==> src/rtl/teclado_pkg.sv <==
// Shared types and helpers for the 4x4 membrane keypad scanner.
// Holds the scan FSM state encoding, the matrix geometry and a one-hot test.
package teclado_pkg;

  localparam int FILAS    = 4;
  localparam int COLUMNAS = 4;

  typedef enum logic [1:0] {
    SCAN,
    DEB_PRESS,
    PRESSED,
    DEB_RELEASE
  } estado_barrido_t;

  // True only for exactly one active bit; zero or several keys in a row read as "no key".
  function automatic logic es_onehot(input logic [3:0] v);
    return (v != 4'b0000) && ((v & (v - 4'd1)) == 4'b0000);
  endfunction

endpackage

==> src/rtl/sincronizador_columnas.sv <==
// Two-flop synchronizer for asynchronous keypad lines, with a configurable
// reset value so idle (pulled-up) lines start out inactive.
module sincronizador_columnas #(
  parameter int                 WIDTH     = 4,
  parameter logic [WIDTH-1:0]   RESET_VAL = '1
) (
  input  logic             clk,
  input  logic             reset,
  input  logic [WIDTH-1:0] d_i,
  output logic [WIDTH-1:0] q_o
);

  logic [WIDTH-1:0] meta_q;
  logic [WIDTH-1:0] sync_q;

  // NOTE: reset is synchronous, so it only appears inside the clocked branch;
  // every register here uses <= so both stages update from pre-edge values.
  always_ff @(posedge clk) begin
    if (reset) begin
      meta_q <= RESET_VAL;
      sync_q <= RESET_VAL;
    end else begin
      meta_q <= d_i;
      sync_q <= meta_q;
    end
  end

  assign q_o = sync_q;

endmodule

==> src/rtl/barrido_teclado.sv <==
// Row scanner and debouncer for a 4x4 membrane keypad: drives one row low per
// dwell, samples the columns at the end of it and reports accepted presses/releases.
module barrido_teclado
  import teclado_pkg::*;
#(
  parameter int SCAN_TICKS  = 1000,
  parameter int DEB_SAMPLES = 4
) (
  input  logic                clk,
  input  logic                reset,
  output logic [FILAS-1:0]    fila_drv,
  input  logic [COLUMNAS-1:0] columna_pin,
  output logic [FILAS-1:0]    fila,
  output logic [COLUMNAS-1:0] columna,
  output logic                tecla_valida,
  output logic                tecla_soltada,
  output logic                tecla_presionada
);

  localparam int TW = (SCAN_TICKS > 1) ? $clog2(SCAN_TICKS) : 1;
  localparam int CW = $clog2(DEB_SAMPLES + 1);

  localparam logic [TW-1:0] TICK_LAST = TW'(SCAN_TICKS - 1);
  localparam logic [CW-1:0] DEB_LAST  = CW'(DEB_SAMPLES - 1);
  localparam logic [CW-1:0] CNT_ONE   = CW'(1);

  generate
    if (SCAN_TICKS < 4) begin : g_bad_scan_ticks
      $error("barrido_teclado: SCAN_TICKS must be at least 4");
    end
    if (DEB_SAMPLES < 2) begin : g_bad_deb_samples
      $error("barrido_teclado: DEB_SAMPLES must be at least 2");
    end
  endgenerate

  logic [COLUMNAS-1:0] col_sync;
  logic [COLUMNAS-1:0] col_act;

  sincronizador_columnas #(
    .WIDTH     (COLUMNAS),
    .RESET_VAL ({COLUMNAS{1'b1}})
  ) u_sincronizador (
    .clk   (clk),
    .reset (reset),
    .d_i   (columna_pin),
    .q_o   (col_sync)
  );

  assign col_act = ~col_sync;

  // Dwell timer: free-running, so the sample instant stays periodic while frozen.
  logic [TW-1:0] timer_q;
  logic [TW-1:0] timer_d;
  logic          muestra;

  always_comb begin
    muestra = (timer_q == TICK_LAST);
    timer_d = muestra ? '0 : timer_q + TW'(1);
  end

  always_ff @(posedge clk) begin
    if (reset) timer_q <= '0;
    else       timer_q <= timer_d;
  end

  estado_barrido_t     estado_q;
  logic [CW-1:0]       cnt_q;
  logic [FILAS-1:0]    fila_drv_q;
  logic [FILAS-1:0]    cand_fila_q;
  logic [COLUMNAS-1:0] cand_col_q;
  logic [FILAS-1:0]    fila_q;
  logic [COLUMNAS-1:0] columna_q;
  logic                valida_q;
  logic                soltada_q;
  logic                presionada_q;

  logic                sample_single;
  logic                sample_vacio;
  logic                sample_igual;
  logic [FILAS-1:0]    fila_siguiente;

  always_comb begin
    sample_single  = es_onehot(col_act);
    sample_vacio   = (col_act == '0);
    sample_igual   = (col_act == cand_col_q);
    fila_siguiente = {fila_drv_q[FILAS-2:0], fila_drv_q[FILAS-1]};
  end

  always_ff @(posedge clk) begin
    if (reset) begin
      estado_q     <= SCAN;
      cnt_q        <= '0;
      fila_drv_q   <= 4'b1110;
      cand_fila_q  <= '0;
      cand_col_q   <= '0;
      fila_q       <= '0;
      columna_q    <= '0;
      valida_q     <= 1'b0;
      soltada_q    <= 1'b0;
      presionada_q <= 1'b0;
    end else begin
      valida_q  <= 1'b0;
      soltada_q <= 1'b0;
      if (muestra) begin
        unique case (estado_q)
          SCAN: begin
            if (sample_single) begin
              cand_fila_q <= ~fila_drv_q;
              cand_col_q  <= col_act;
              cnt_q       <= CNT_ONE;
              estado_q    <= DEB_PRESS;
            end else begin
              fila_drv_q  <= fila_siguiente;
            end
          end

          DEB_PRESS: begin
            if (!sample_igual) begin
              cnt_q      <= '0;
              fila_drv_q <= fila_siguiente;
              estado_q   <= SCAN;
            end else if (cnt_q == DEB_LAST) begin
              cnt_q        <= cnt_q + CNT_ONE;
              fila_q       <= cand_fila_q;
              columna_q    <= cand_col_q;
              valida_q     <= 1'b1;
              presionada_q <= 1'b1;
              estado_q     <= PRESSED;
            end else begin
              cnt_q <= cnt_q + CNT_ONE;
            end
          end

          PRESSED: begin
            if (sample_vacio) begin
              cnt_q    <= CNT_ONE;
              estado_q <= DEB_RELEASE;
            end
          end

          DEB_RELEASE: begin
            // Any column coming back means the key is still held; no release pulse.
            if (!sample_vacio) begin
              cnt_q    <= '0;
              estado_q <= PRESSED;
            end else if (cnt_q == DEB_LAST) begin
              cnt_q        <= '0;
              soltada_q    <= 1'b1;
              presionada_q <= 1'b0;
              fila_drv_q   <= fila_siguiente;
              estado_q     <= SCAN;
            end else begin
              cnt_q <= cnt_q + CNT_ONE;
            end
          end

          default: begin
            cnt_q    <= '0;
            estado_q <= SCAN;
          end
        endcase
      end
    end
  end

  assign fila_drv         = fila_drv_q;
  assign fila             = fila_q;
  assign columna          = columna_q;
  assign tecla_valida     = valida_q;
  assign tecla_soltada    = soltada_q;
  assign tecla_presionada = presionada_q;

endmodule
==> config.mk <==
export PLATFORM = sky130hd
export DESIGN_NAME = barrido_teclado
export DESIGN_NICKNAME = d
export VERILOG_FILES = /design/src/rtl/teclado_pkg.sv /design/src/rtl/sincronizador_columnas.sv /design/src/rtl/barrido_teclado.sv
export SDC_FILE = /design/constraint.sdc
export NUM_CORES = 1
export LEC_CHECK = 0
export ABC_AREA = 1
export BUFFER_PORTS_ARGS = -buffer_cell sky130_fd_sc_hd__buf_2
export CORE_ASPECT_RATIO = 1.5
export CORE_UTILIZATION = 62
export DETAILED_ROUTE_END_ITERATION = 12
export GPL_TIMING_DRIVEN = 0
export PLACE_DENSITY_LB_ADDON = 0.25
export SYNTH_ARGS = -nofsm -noshare
export SYNTH_HDL_FRONTEND = slang
export SYNTH_SLANG_ARGS = --single-unit
export TNS_END_PERCENT = 1
==> constraint.sdc <==
create_clock -name clk -period 2.35 [get_ports clk]
set_input_delay 0.235 -clock clk [delete_from_list [all_inputs] [get_ports clk]]
set_output_delay 0.235 -clock clk [all_outputs]
set_load 0.02 [all_outputs]
Yosys cells after proc, flatten, opt, wreduce, memory -nomap -nowiden
Cells that the tools add are included.

operators by class
  $lt $le $gt $ge = 0
  multipliers = 0
  add/subtract/negate cells = 3
  multiplexer cells = 24
  div/mod/pow operators = 0
  shifts and indexed selects = 0
  eq/ne operators = 16
  reductions and logical operators = 16
  bitwise gates (word level) = 8

operators with widths
  operator                                          number
  two-way mux 4 bit                                 4
  != test 2 bit, second input constant              8
  two-way mux 3 bit                                 5
  two-way mux 2 bit                                 6
  case mux 3 bit (4 select lines)                   1
  case mux 4 bit (3 select lines)                   1
  AND reduction 6 bit                               2
  adder 10 x 1 -> 10 bit, second input constant     1
  equality test 10 bit, second input constant       1
  logical NOT 4 bit                                 2
  NOT 4 bit                                         2
  case mux 2 bit (4 select lines)                   1
  OR reduction 4 bit                                2
  != test 3 bit, second input constant              2
  AND reduction 3 bit                               2
  two-way mux 1 bit                                 5
  NOT 1 bit                                         5
  AND reduction 5 bit                               1
  AND 4 bit                                         1
  equality test 2 bit, second input constant        2
  equality test 4 bit                               1
  AND reduction 4 bit                               1
  nonzero test 4 bit                                1
  subtractor 4 x 1 -> 4 bit, second input constant  1
  9 further kinds                                   9

word-level totals
  flip-flop bits (word level) = 46
  output and inout bits = 15
  memories = 0
  logic and storage cells = 80
  bits in latches = 0
  bits in read-only memories = 0
  RAM bits = 0

Depth between registers and ports, before layout
Gate-level depths: netlist of run 1.

  depth in word-level cells = 7
  mapped depth = 11
  mapped depth without buffers = 11

By module
A second synthesis of run 1 with hierarchy kept.

unflattened totals
  cells, all modules = 280
  area, all modules = 2,093.3 sq um

modules (own cells, without submodules)
  module                  area an instance (sq um)  cells each  times used
  barrido_teclado         1,869.3                   255         1
  sincronizador_columnas  224.0                     25          1

Worst setup path after synthesis of run 1
No wires, ideal clock.

  path kind = flip-flop to flip-flop
  from = reg timer_q[0]
  to = reg columna_q[0] (netlist: columna[0])
  cell stages (with the launch flop) = 11
  required time = 2,237 ps
  data arrival time = 1,368 ps
  path slack = 868 ps
  period minus slack after synthesis = 1,482 ps
  cells stage by stage = dfxtp_1 -> ha_1 -> nand2_1 -> nor2_2 -> nand3_4 -> nor2_4 -> inv_2 -> nor2_8 -> inv_4 -> nor2_2 -> nor2_1

between the ends
  cells in the longest elaborated chain, start to end = 2

RTL lines
  what                                  RTL line                RTL
  start: declaration                    barrido_teclado.sv:52   logic [TW-1:0] timer_q;
  start signal: assignment              barrido_teclado.sv:63   else timer_q <= timer_d;
  equality test 10 bit                  barrido_teclado.sv:57   muestra = (timer_q == TICK_LAST);
  AND reduction 4 bit (no source line)  n/a
  end signal: assignment                barrido_teclado.sv:125  columna_q <= cand_col_q;
  end: declaration                      barrido_teclado.sv:72   logic [COLUMNAS-1:0] columna_q;

Every way passes these cells.
A chain may end at the register's enable or synchronous reset.

Final worst setup path of run 1
Ends and elaborated chain as after synthesis.

==> results of run 1 <==
## sequential cells by signal (all words and copies together), names as in the netlist
name,cells
tecla_valida,1
fila,4
cand_fila_q,4
estado_q,2
u_sincronizador.q_o,4
columna,4
tecla_presionada,1
u_sincronizador.meta_q,4
tecla_soltada,1
cnt_q,3
cand_col_q,4
fila_drv,4
timer_q,10
## kinds of logic after synthesis
| family | Yosys count |
|---|---|
| buffers and inverters | 32 |
| DFF | 46 |
| adders and majority gates | 4 |
| xor gates and xnor gates | 7 |
| AOI/OAI and AO/OA | 36 |
| and+or+nand+nor | 127 |
## worst max-delay path, stage by stage, from the launching register on
cell and delay, ns:
dfxtp_1 0.35, ha_1 0.22, nand2_1 0.09, nor2_2 0.15, nand3_4 0.16, nor2_4 0.15, inv_2 0.08, nor2_8 0.18
inv_4 0.09, nor2_2 0.10, nor2_1 0.05
## layout make-up
| type | count | area [um^2] | area share, % |
|---|---|---|---|
| inverter | 28 | 108 | 4.75 |
| tap | 39 | 48.8 | 2.15 |
| multi-input combinational | 174 | 958 | 42.3 |
| buffer | 4 | 20.0 | 0.883 |
| clock inverter | 2 | 37.5 | 1.66 |
| timing repair buffer | 20 | 100 | 4.42 |
| sequential | 46 | 921 | 40.6 |
| clock buffer | 6 | 72.6 | 3.20 |
## stage by stage
stage	cells	hold slack [ns]	setup WS, ns
after floorplan	252	0.339	0.868
after global placement	311	0.391	0.712
after CTS	319	0.0986	0.603
after global routing	319	0.114	0.497
final	319	0.112	0.626
after detailed placement	311	0.397	0.663
## worst max-delay path by stage
stage | cells past startpoint | slack [ns] | startpoint | to
after global placement | 10 | 0.71 | timer_q[0] | columna[1]
final | 10 | 0.63 | timer_q[0] | columna[0]
after detailed placement | 10 | 0.66 | timer_q[0] | columna[0]
after floorplan | 10 | 0.87 | timer_q[0] | columna[0]
after CTS | 10 | 0.60 | timer_q[0] | columna[0]
after global routing | 10 | 0.50 | timer_q[0] | fila[0]
## where the power goes
part	internal (W)	total [W]	switching (W)	leakage, nW
clock network	0.000317	0.000582	0.000265	0.0514
registers	0.000789	0.000797	0.00000757	0.373
logic	0.0000217	0.0000568	0.0000351	0.625
total	0.00113	0.00144	0.000307	1.05
## layer usage
layer | share of wire (%) | global-route usage, % | wire length (um)
met4 | 2.0 | 16.7 | 72
met5 | 0 | 0 | 0
met2 | 54 | 47.4 | 1940
met1 | 41 | 22.4 | 1460
met3 | 3.0 | 4.03 | 109
## placed cells by master, fill, tap and decap left out, types with 4 or more instances in the layout
master,synthesis,final
or2_2,9,9
buf_2,1,21
inv_2,6,6
a21oi_1,16,16
o21ai_0,6,6
nor2_4,4,4
ha_1,4,4
inv_1,21,21
nor2_1,29,29
nor2_2,16,16
nand2_1,44,44
clkbuf_8,0,5
nand3_1,11,11
xnor2_1,6,6
o21ai_1,12,12
dfxtp_1,46,46
==> run_results.csv, run 1 <==
group,metric,value,unit
status,status,"finished, final reports clean",
synthesis,synth_xor_area_share,3.05,%
sta,slew_headroom,72.2,%
grt,grt_max_degree,15,
synthesis,synth_fp_nets,262,
sta,fmax,0.580,GHz
placement,io_buffers,20,
synthesis,synthAdderAreaFrac,2.49,%
routing,ant_nets,0,
clock_tree,post_cts_buffers,0,
cells_and_area,post-route-cell-area,0.00227,mm^2
cells_and_area,drive_gt1_share,26.1,%
cells_and_area,fin_nets,289,
clock_tree,cts_sinks,46,
pwr,finalPower,0.00144,W
critical_path,worstSetupEndpointType,"flop",
synthesis,yosys-top-cells-area,"dfxtp_1 46%, nand2_1 8.2%, nor2_1 5.4%, nor2_2 5.0%, a21oi_1 4.0%",
clock_tree,clkSlewWorstSetupHoldPaths,0.09,ns
synthesis,ys.flop_type,"dfxtp_1",
routing,vias,1608,
grt,antenna_found_initial,0,
synthesis,yosysUniqueCellTypes,29,
synthesis,synthCells,252,
hold_path,hp-class,"in -> reg",
placement,dpl_cell_area,0.00216,mm^2
placement,dp_hpwl,2670,um
cells_and_area,final_core_util,75.5,%
pwr,powerDensity,634,mW/mm^2
hold_path,worstHoldStart,"columna_pin[3]",
floorplanning,core,0.00300,mm^2
routing,drt_wl_total,3580,um
clock_tree,cts_root_buffer,"clkbuf_8",
synthesis,synth-simple-area-share,33.0,%
critical_path,r2r-end,"columna[0]",
floorplanning,fp.dieH,71.7,um
synthesis,synth_top_cell_area_share,45.9,%
cells_and_area,fill_cells,246,
critical_path,crit_type,"reg -> reg",
floorplanning,dieWidth,48.5,um
synthesis,synthTopCellsByCount,"46 x dfxtp_1, 44 x nand2_1, 29 x nor2_1",
pwr,leakage,1.05,nW
critical_path,rrSetupSlack,0.63,ns
sta,finalCriticalPeriod,1.72,ns
synthesis,synth_seq_cells,46,
critical_path,startpoint_type,"flop",
clock_tree,clock_latency,0.30,ns
critical_path,crit_fanout,9,
hold_path,hold_end,"u_sincronizador.meta_q[3]",
cells_and_area,antenna_cells,0,
floorplanning,io_pins,21,
hold_path,hold_depth,2,
placement,place.gp.congestion,0.888,
grt,grt_pass1_wl,6390,um
grt,grt_use_total,24.2,%
synthesis,synth_top_family_by_area,"simple AND/OR/NAND/NOR gates",
clock_tree,cts_hold_buf,0,
grt,gr-total-overflow,0,
pwr,vdd_drop_max,0.000542,V
synthesis,syn-mean-instance-area,7.96,um^2
floorplanning,rows,24,
sta,slew_violations,0,
sta,finalClockSkew,0.00757,ns
synthesis,synthArstFlopShare,0,%
critical_path,worstPathArrival,1.93,ns
flow_run,maxCapViolCount,0,
critical_path,cp.required,2.56,ns
synthesis,muxShareOfSynthArea,0,%
sta,worst_slew_pin_slew,0.416,ns
routing,wl_per_cell,11.2,um
sta,finalHoldViolCount,0,
sta,finalCritPeriodShare,73.4,%
synthesis,synth_compound_area_share,9.23,%
clock_tree,cts_max_path_buffers,2,
sta,final.setup.tns,0,ns
routing,viasPerCell,5.04,
critical_path,ff2ff_path_depth,10,
sta,finalSetupViolations,0,
cells_and_area,area_growth,12.9,%
synthesis,synth_warnings,0,
clock_tree,cts_tree,"done",
floorplanning,dieArea,0.00347,mm^2
clock_tree,cts_made_buffers,5,
floorplanning,initial_core_util,66.8,%
synthesis,syn_area,0.00201,mm^2
clock_tree,postCtsResizedCells,0,
critical_path,r2r_start,"timer_q[0]",
grt,first_global_vias,1578,
clock_tree,htreeDepth,2,
routing,drt_drc_violations_left,0,
synthesis,synth-edff-count,0,
routing,drt_iter0_markers,15,
synthesis,seq_area_frac_synth,45.9,%
synthesis,synth.most_common_cell,"dfxtp_1",
sta,rsz0062_at_grt,"no",
synthesis,synth_top_area_cell,"dfxtp_1",
routing,drtPass1Iterations,4,
No activity file was read; power rests on OpenSTA's default activity.
==> run 2, diff against run 1 <==
CORE_UTILIZATION = 57   (was 62)
clock period = 1.7 ns   (was 2.35 ns; I/O delays follow)
==> run 2 against run 1 <==
  * Sequential power increased by 38%
  * Sequential share of layout area decreased by 0.73 points
  * Global-route usage decreased by 3.5 points
  * Highest routed layer unchanged
  * Worst hold slack got worse by 0.055 ns
  * Setup slack got worse by 0.49 ns
  * Largest cell class unchanged
  * Clock-buffer cell count unchanged
  * Clock skew decreased by 0.0015 ns
  * Wire length increased by 1.9%
  * First-iteration DRC count increased by 67%
  * Critical path depth unchanged
  * Clock power increased by 18%
  * Core utilization decreased by 7.1 points
==> run_results.csv, run 2 (same netlist as run 1, synthesis figures left out) <==
group,metric,value,unit
grt,grt_max_degree,15,
sta,final.setup.tns,0,ns
flow_run,maxCapViolCount,0,
routing,drt_iter0_markers,25,
grt,gr-total-overflow,0,
cells_and_area,regMostFlops,"timer_q",
clock_tree,cts_sinks,46,
grt,grt_pass1_wl,5950,um
critical_path,crit_type,"reg -> reg",
cells_and_area,drive_gt1_share,29.3,%
sta,finalHoldViolCount,0,
floorplanning,initial_core_util,59.3,%
cells_and_area,final_common_cell,"dfxtp_1",
status,status,"finished, final reports clean",
cells_and_area,area_growth,15.3,%
critical_path,worstSetupEndpointType,"flop",
sta,slew_headroom,72.0,%
routing,ant_nets,0,
critical_path,r2r_start,"timer_q[0]",
hold_path,hp-class,"in -> reg",
pwr,finalPower,0.00187,W
cells_and_area,multi_input_area,995,um^2
routing,vias,1642,
sta,finalCriticalPeriod,1.56,ns
clock_tree,htreeDepth,2,
placement,pre_cts_ws,0.0347,ns
sta,finalSetupViolations,0,
sta,worst_slew_pin_slew,0.421,ns
routing,drtPass1Iterations,4,
grt,grt_use_total,20.8,%
clock_tree,cts_tree,"done",
cells_and_area,fin_nets,292,
critical_path,rrSetupSlack,0.14,ns
placement,io_buffers,20,
grt,antenna_found_initial,0,
routing,viasPerCell,5.05,
floorplanning,fp.dieH,74.7,um
grt,met3_usage,4.85,%
floorplanning,core,0.00338,mm^2
placement,dp_hpwl,2620,um
grt,grt.met1_usage,20.9,%
clock_tree,cts_max_path_buffers,2,
routing,drt_drc_violations_left,0,
sta,finalCritPeriodShare,92.0,%
grt,busiest_layer,"met2",
pwr,leakage,1.06,nW
sta,fmax,0.639,GHz
pwr,vdd_drop_max,0.000703,V
clock_tree,cts_root_buffer,"clkbuf_8",
floorplanning,dieWidth,50.5,um
cells_and_area,ff_latch_area,923,um^2
clock_tree,clkSlewWorstSetupHoldPaths,0.09,ns
cells_and_area,final_cell_mix,"44 x dfxtp_1, 43 x nand2_1, 28 x nor2_1",
floorplanning,dieArea,0.00377,mm^2
sta,setup_slack,0.136,ns
cells_and_area,fill_cells,300,
cells_and_area,largest_reg_flops,10,
hold_path,worstHoldStart,"columna_pin[0]",
floorplanning,rows,26,
critical_path,cpMaxStageDelayCell,"dfxtp_2",
floorplanning,io_pins,21,
hold_path,hold_depth,2,
routing,wl_per_cell,11.2,um
clock_tree,cts_made_buffers,5,
critical_path,cp.required,1.90,ns
hold_path,hold_end,"u_sincronizador.meta_q[0]",
grt,first_global_vias,1448,
critical_path,crit_fanout,8,
critical_path,startpoint_type,"flop",
placement,place.gp.congestion,0.807,
sta,slew_violations,0,
grt,use_met2,39.1,%
critical_path,crit_top_cell,"nor2_2",
cells_and_area,post-route-cell-area,0.00231,mm^2
pwr,powerDensity,809,mW/mm^2
placement,dpl_cell_area,0.00216,mm^2
critical_path,worstPathArrival,1.76,ns
clock_tree,clock_latency,0.29,ns
cells_and_area,antenna_cells,0,
critical_path,ff2ff_path_depth,10,
routing,drt_wl_total,3650,um
critical_path,crit_chain,"ha_4 -> nand2_1 -> nor2_2 -> nand3_4 -> nor2_4 -> inv_4 -> nor2_8 -> inv_6 -> nor2_2 -> nor2_1",
sta,finalClockSkew,0.00608,ns
critical_path,r2r-end,"columna[2]",
critical_path,critPathLaunch,"timer_q[0]",
critical_path,max_stage_delay,0.36,ns
## run 2: how the worst max path moves through the flow
stage,cells past startpoint,slack (ns),end
global placement,10,0.07,fila[3]
CTS,10,0.03,fila[2]
finish,10,0.14,columna[2]
global route,10,-0.02,fila_drv[2]
floorplan,10,0.22,columna[0]
detailed placement,10,0.03,fila[2]
## run 2: cell type report
type | count | area share (%)
Buffer | 4 | 0.865
Clock buffer | 6 | 3.57
Clock inverter | 2 | 0.541
Inverter | 28 | 4.87
Multi-Input combinational cell | 175 | 43.0
Sequential cell | 46 | 39.9
Tap cell | 42 | 2.27
Timing Repair Buffer | 22 | 4.98
## run 2: per-layer routing
metal | part of all wire [%] | vias to the layer above | wire length [um]
met5 | 0 | - | 0
met4 | 1.8 | 0 | 66
met3 | 3.3 | 7 | 122
met2 | 53 | 33 | 1920
met1 | 42 | 745 | 1540
li1 | - | 857 | -
## run 2: what timing repair did
item                                    4_1_cts  5_1_grt
buffers inserted                              0        2
resized for setup                             0       10
endpoints found under the setup margin        0       16
hold buffers                                  0        0
## run 2: report_power, final
part / switching, W / total, W / internal, W
sequential: 0.0000128 / 0.00110 / 0.00109
combinational: 0.0000493 / 0.0000822 / 0.0000329
clock: 0.000358 / 0.000685 / 0.000327
total: 0.000420 / 0.00187 / 0.00145
## run 2: critical path, delay by kind of cell (launching register included)
family / cells / cell delay, ns
fa+ha+maj: 1 / 0.15
buf+inv: 2 / 0.14
flops: 1 / 0.36
simple gates: 7 / 0.81
## run 2: metrics by stage
step / hold slack (ns) / std cells / utilization, %
after floorplan: 0.274 / 252 / -
after detailed placement: 0.356 / 314 / 63.8
final: 0.0568 / 325 / 68.4
after CTS: 0.0523 / 322 / 66.6
after global placement: 0.351 / 314 / 63.8
after global routing: 0.0485 / 325 / 68.4
==> run 3, diff against run 2 <==
BUFFER_PORTS_ARGS = default   (was -buffer_cell sky130_fd_sc_hd__buf_2)
CORE_UTILIZATION = 61   (was 57)
DONT_BUFFER_PORTS = 1   (was default)
SLEW_MARGIN = 20   (was default)
==> run 3 against run 2 <==
  * Final cell count is 5.5% lower
  * Critical path depth fell by 1
  * Wire length decreased by 1.3%
  * Global-route usage grew 2.1 points
  * Clock power increased by 22%
  * Sequential share of layout area grew 0.64 points
  * Critical endpoint is now columna[1]
==> run_results.csv, run 3 (same netlist as run 1, synthesis figures left out) <==
group,metric,value,unit
sta,finalCritPeriodShare,92.7,%
sta,setup_slack,0.123,ns
sta,finalHoldViolCount,0,
sta,finalSetupViolations,0,
sta,slew_headroom,72.5,%
critical_path,crit_type,"reg -> reg",
grt,gr-total-overflow,0,
cells_and_area,final_common_cell,"dfxtp_1",
sta,rsz0062_at_grt,"no",
routing,drt_wl_total,3600,um
cells_and_area,final_cell_mix,"44 x dfxtp_1, 42 x nand2_1, 28 x nor2_1",
sta,worst_slew_pin_slew,0.413,ns
floorplanning,io_pins,21,
pwr,power_frac_comb,4.3,%
sta,finalCriticalPeriod,1.58,ns
critical_path,ff2ff_path_depth,9,
placement,pre_cts_ws,0.0392,ns
critical_path,startpoint_type,"flop",
status,status,"finished, final reports clean",
sta,fmax,0.634,GHz
pwr,powerDensity,891,mW/mm^2
floorplanning,rows,25,
sta,final.setup.tns,0,ns
cells_and_area,regMostFlops,"timer_q",
cells_and_area,antenna_cells,0,
pwr,p_clk_share,41.3,%
routing,ant_nets,0,
critical_path,worstSetupEndpointType,"flop",
critical_path,r2r-end,"columna[1]",
critical_path,r2r_start,"cnt_q[1]",
clock_tree,cts_made_buffers,5,
floorplanning,initial_core_util,64.2,%
floorplanning,dieWidth,48.8,um
placement,io_buffers,0,
pwr,p_switching,0.000452,W
routing,wl_per_cell,11.7,um
grt,grt_max_degree,17,
clock_tree,cts_sinks,46,
clock_tree,clkSlewWorstSetupHoldPaths,0.10,ns
cells_and_area,drive_gt1_share,23.2,%
grt,first_global_vias,1442,
clock_tree,clock_latency,0.31,ns
clock_tree,cts_max_path_buffers,2,
pwr,leakage,0.994,nW
clock_tree,htreeDepth,2,
routing,viasPerCell,5.09,
clock_tree,cts_root_buffer,"clkbuf_8",
sta,slew_violations,0,
floorplanning,core,0.00313,mm^2
critical_path,critPathLaunch,"cnt_q[1]",
grt,grt_use_total,22.9,%
cells_and_area,largest_reg_flops,10,
critical_path,cp.required,1.91,ns
pwr,p_int,0.00158,W
cells_and_area,post-route-cell-area,0.00228,mm^2
pwr,pwr-share-seq,54.4,%
flow_run,maxCapViolCount,0,
grt,grt_pass1_wl,6150,um
floorplanning,dieArea,0.00353,mm^2
placement,place.gp.congestion,0.872,
critical_path,rrSetupSlack,0.12,ns
cells_and_area,fill_cells,247,
floorplanning,fp.dieH,72.3,um
critical_path,crit_fanout,9,
critical_path,endpoint,"columna[1]",
hold_path,hp-class,"in -> reg",
pwr,switching_share,22.3,%
cells_and_area,area_growth,13.5,%
pwr,finalPower,0.00203,W
cells_and_area,fin_nets,276,
routing,drtPass1Iterations,4,
routing,drt_drc_violations_left,0,
grt,antenna_found_initial,0,
pwr,vdd_drop_max,0.000881,V
placement,dpl_cell_area,0.00206,mm^2
routing,vias,1562,
clock_tree,cts_tree,"done",
sta,finalClockSkew,0.0123,ns
critical_path,worstPathArrival,1.79,ns
placement,dp_hpwl,2560,um
routing,drt_iter0_markers,45,
==> run 3: cell count changes in the layout (fill, tap and decap cells not counted), sizes merged <==
cell	change
inv	+1
nor2	-1
clkinv	-1
clkbuf	-1
bufinv	+1
dlygate4sd3	+5
buf	-20
==> run 3: through the flow <==
stage	instances	hold WS (ns)	util (%)
2_1_floorplan	252	0.274	-
3_3_place_gp	292	0.275	65.8
3_5_place_dp	292	0.276	65.8
4_1_cts	305	0.107	71.1
5_1_grt	307	0.125	72.8
6_report	307	0.108	72.8
==> run 3: how the worst min path moves through the flow <==
| stage | start | slack (ns) | cells past startpoint | end |
|---|---|---|---|---|
| finish | reset | 0.11 | 3 | cand_col_q[3] |
| global route | reset | 0.12 | 3 | cand_col_q[3] |
| CTS | reset | 0.11 | 3 | cand_col_q[3] |
| detailed placement | columna_pin[3] | 0.28 | 1 | u_sincronizador.meta_q[3] |
| global placement | columna_pin[1] | 0.27 | 1 | u_sincronizador.meta_q[1] |
| floorplan | columna_pin[0] | 0.27 | 1 | u_sincronizador.meta_q[0] |
==> run 3: metal layers <==
metal	global-route usage, %	vias to the layer above	share of wire [%]
li1	-	826	-
met1	23.8	700	43
met2	42.3	29	52
met3	6.50	7	3.3
met4	9.80	0	2.3
met5	0	-	0
==> run 3: cell type report <==
type	count	area, um^2	area share (%)
buffer	4	20.0	0.879
clock buffer	5	68.8	3.02
clock inverter	3	48.8	2.14
inverter	28	108	4.73
multi-input combinational	174	993	43.6
sequential	46	923	40.5
tap	40	50.0	2.20
timing repair buffer	7	65.1	2.86
==> run 3: critical path, cell delays in order (launching register included) <==
cell,delay (ns)
dfxtp_1,0.35
ha_1,0.18
ha_1,0.26
inv_1,0.13
nor2_4,0.11
inv_2,0.06
nor2_8,0.16
inv_4,0.09
nor2_2,0.09
nor2_1,0.05
==> run 3: power by group through the flow <==
stage / Combinational [W] / Sequential (W) / Clock, W
after global routing: 0.0000980 / 0.00111 / 0.000891
final: 0.0000870 / 0.00110 / 0.000838
after detailed placement: 0.0000724 / 0.00113 / 0
after floorplan: 0.0000603 / 0.00112 / 0
after global placement: 0.0000711 / 0.00113 / 0
after CTS: 0.0000814 / 0.00110 / 0.000851
==> run 3: repair_timing <==
| action | in CTS | in global routing |
|---|---|---|
| endpoints found under the setup margin | 0 | 18 |
| hold buffers | 5 | 0 |
| endpoints found under the hold margin | 5 | 0 |
| gates resized for setup | 0 | 10 |
| buffers inserted | 0 | 2 |
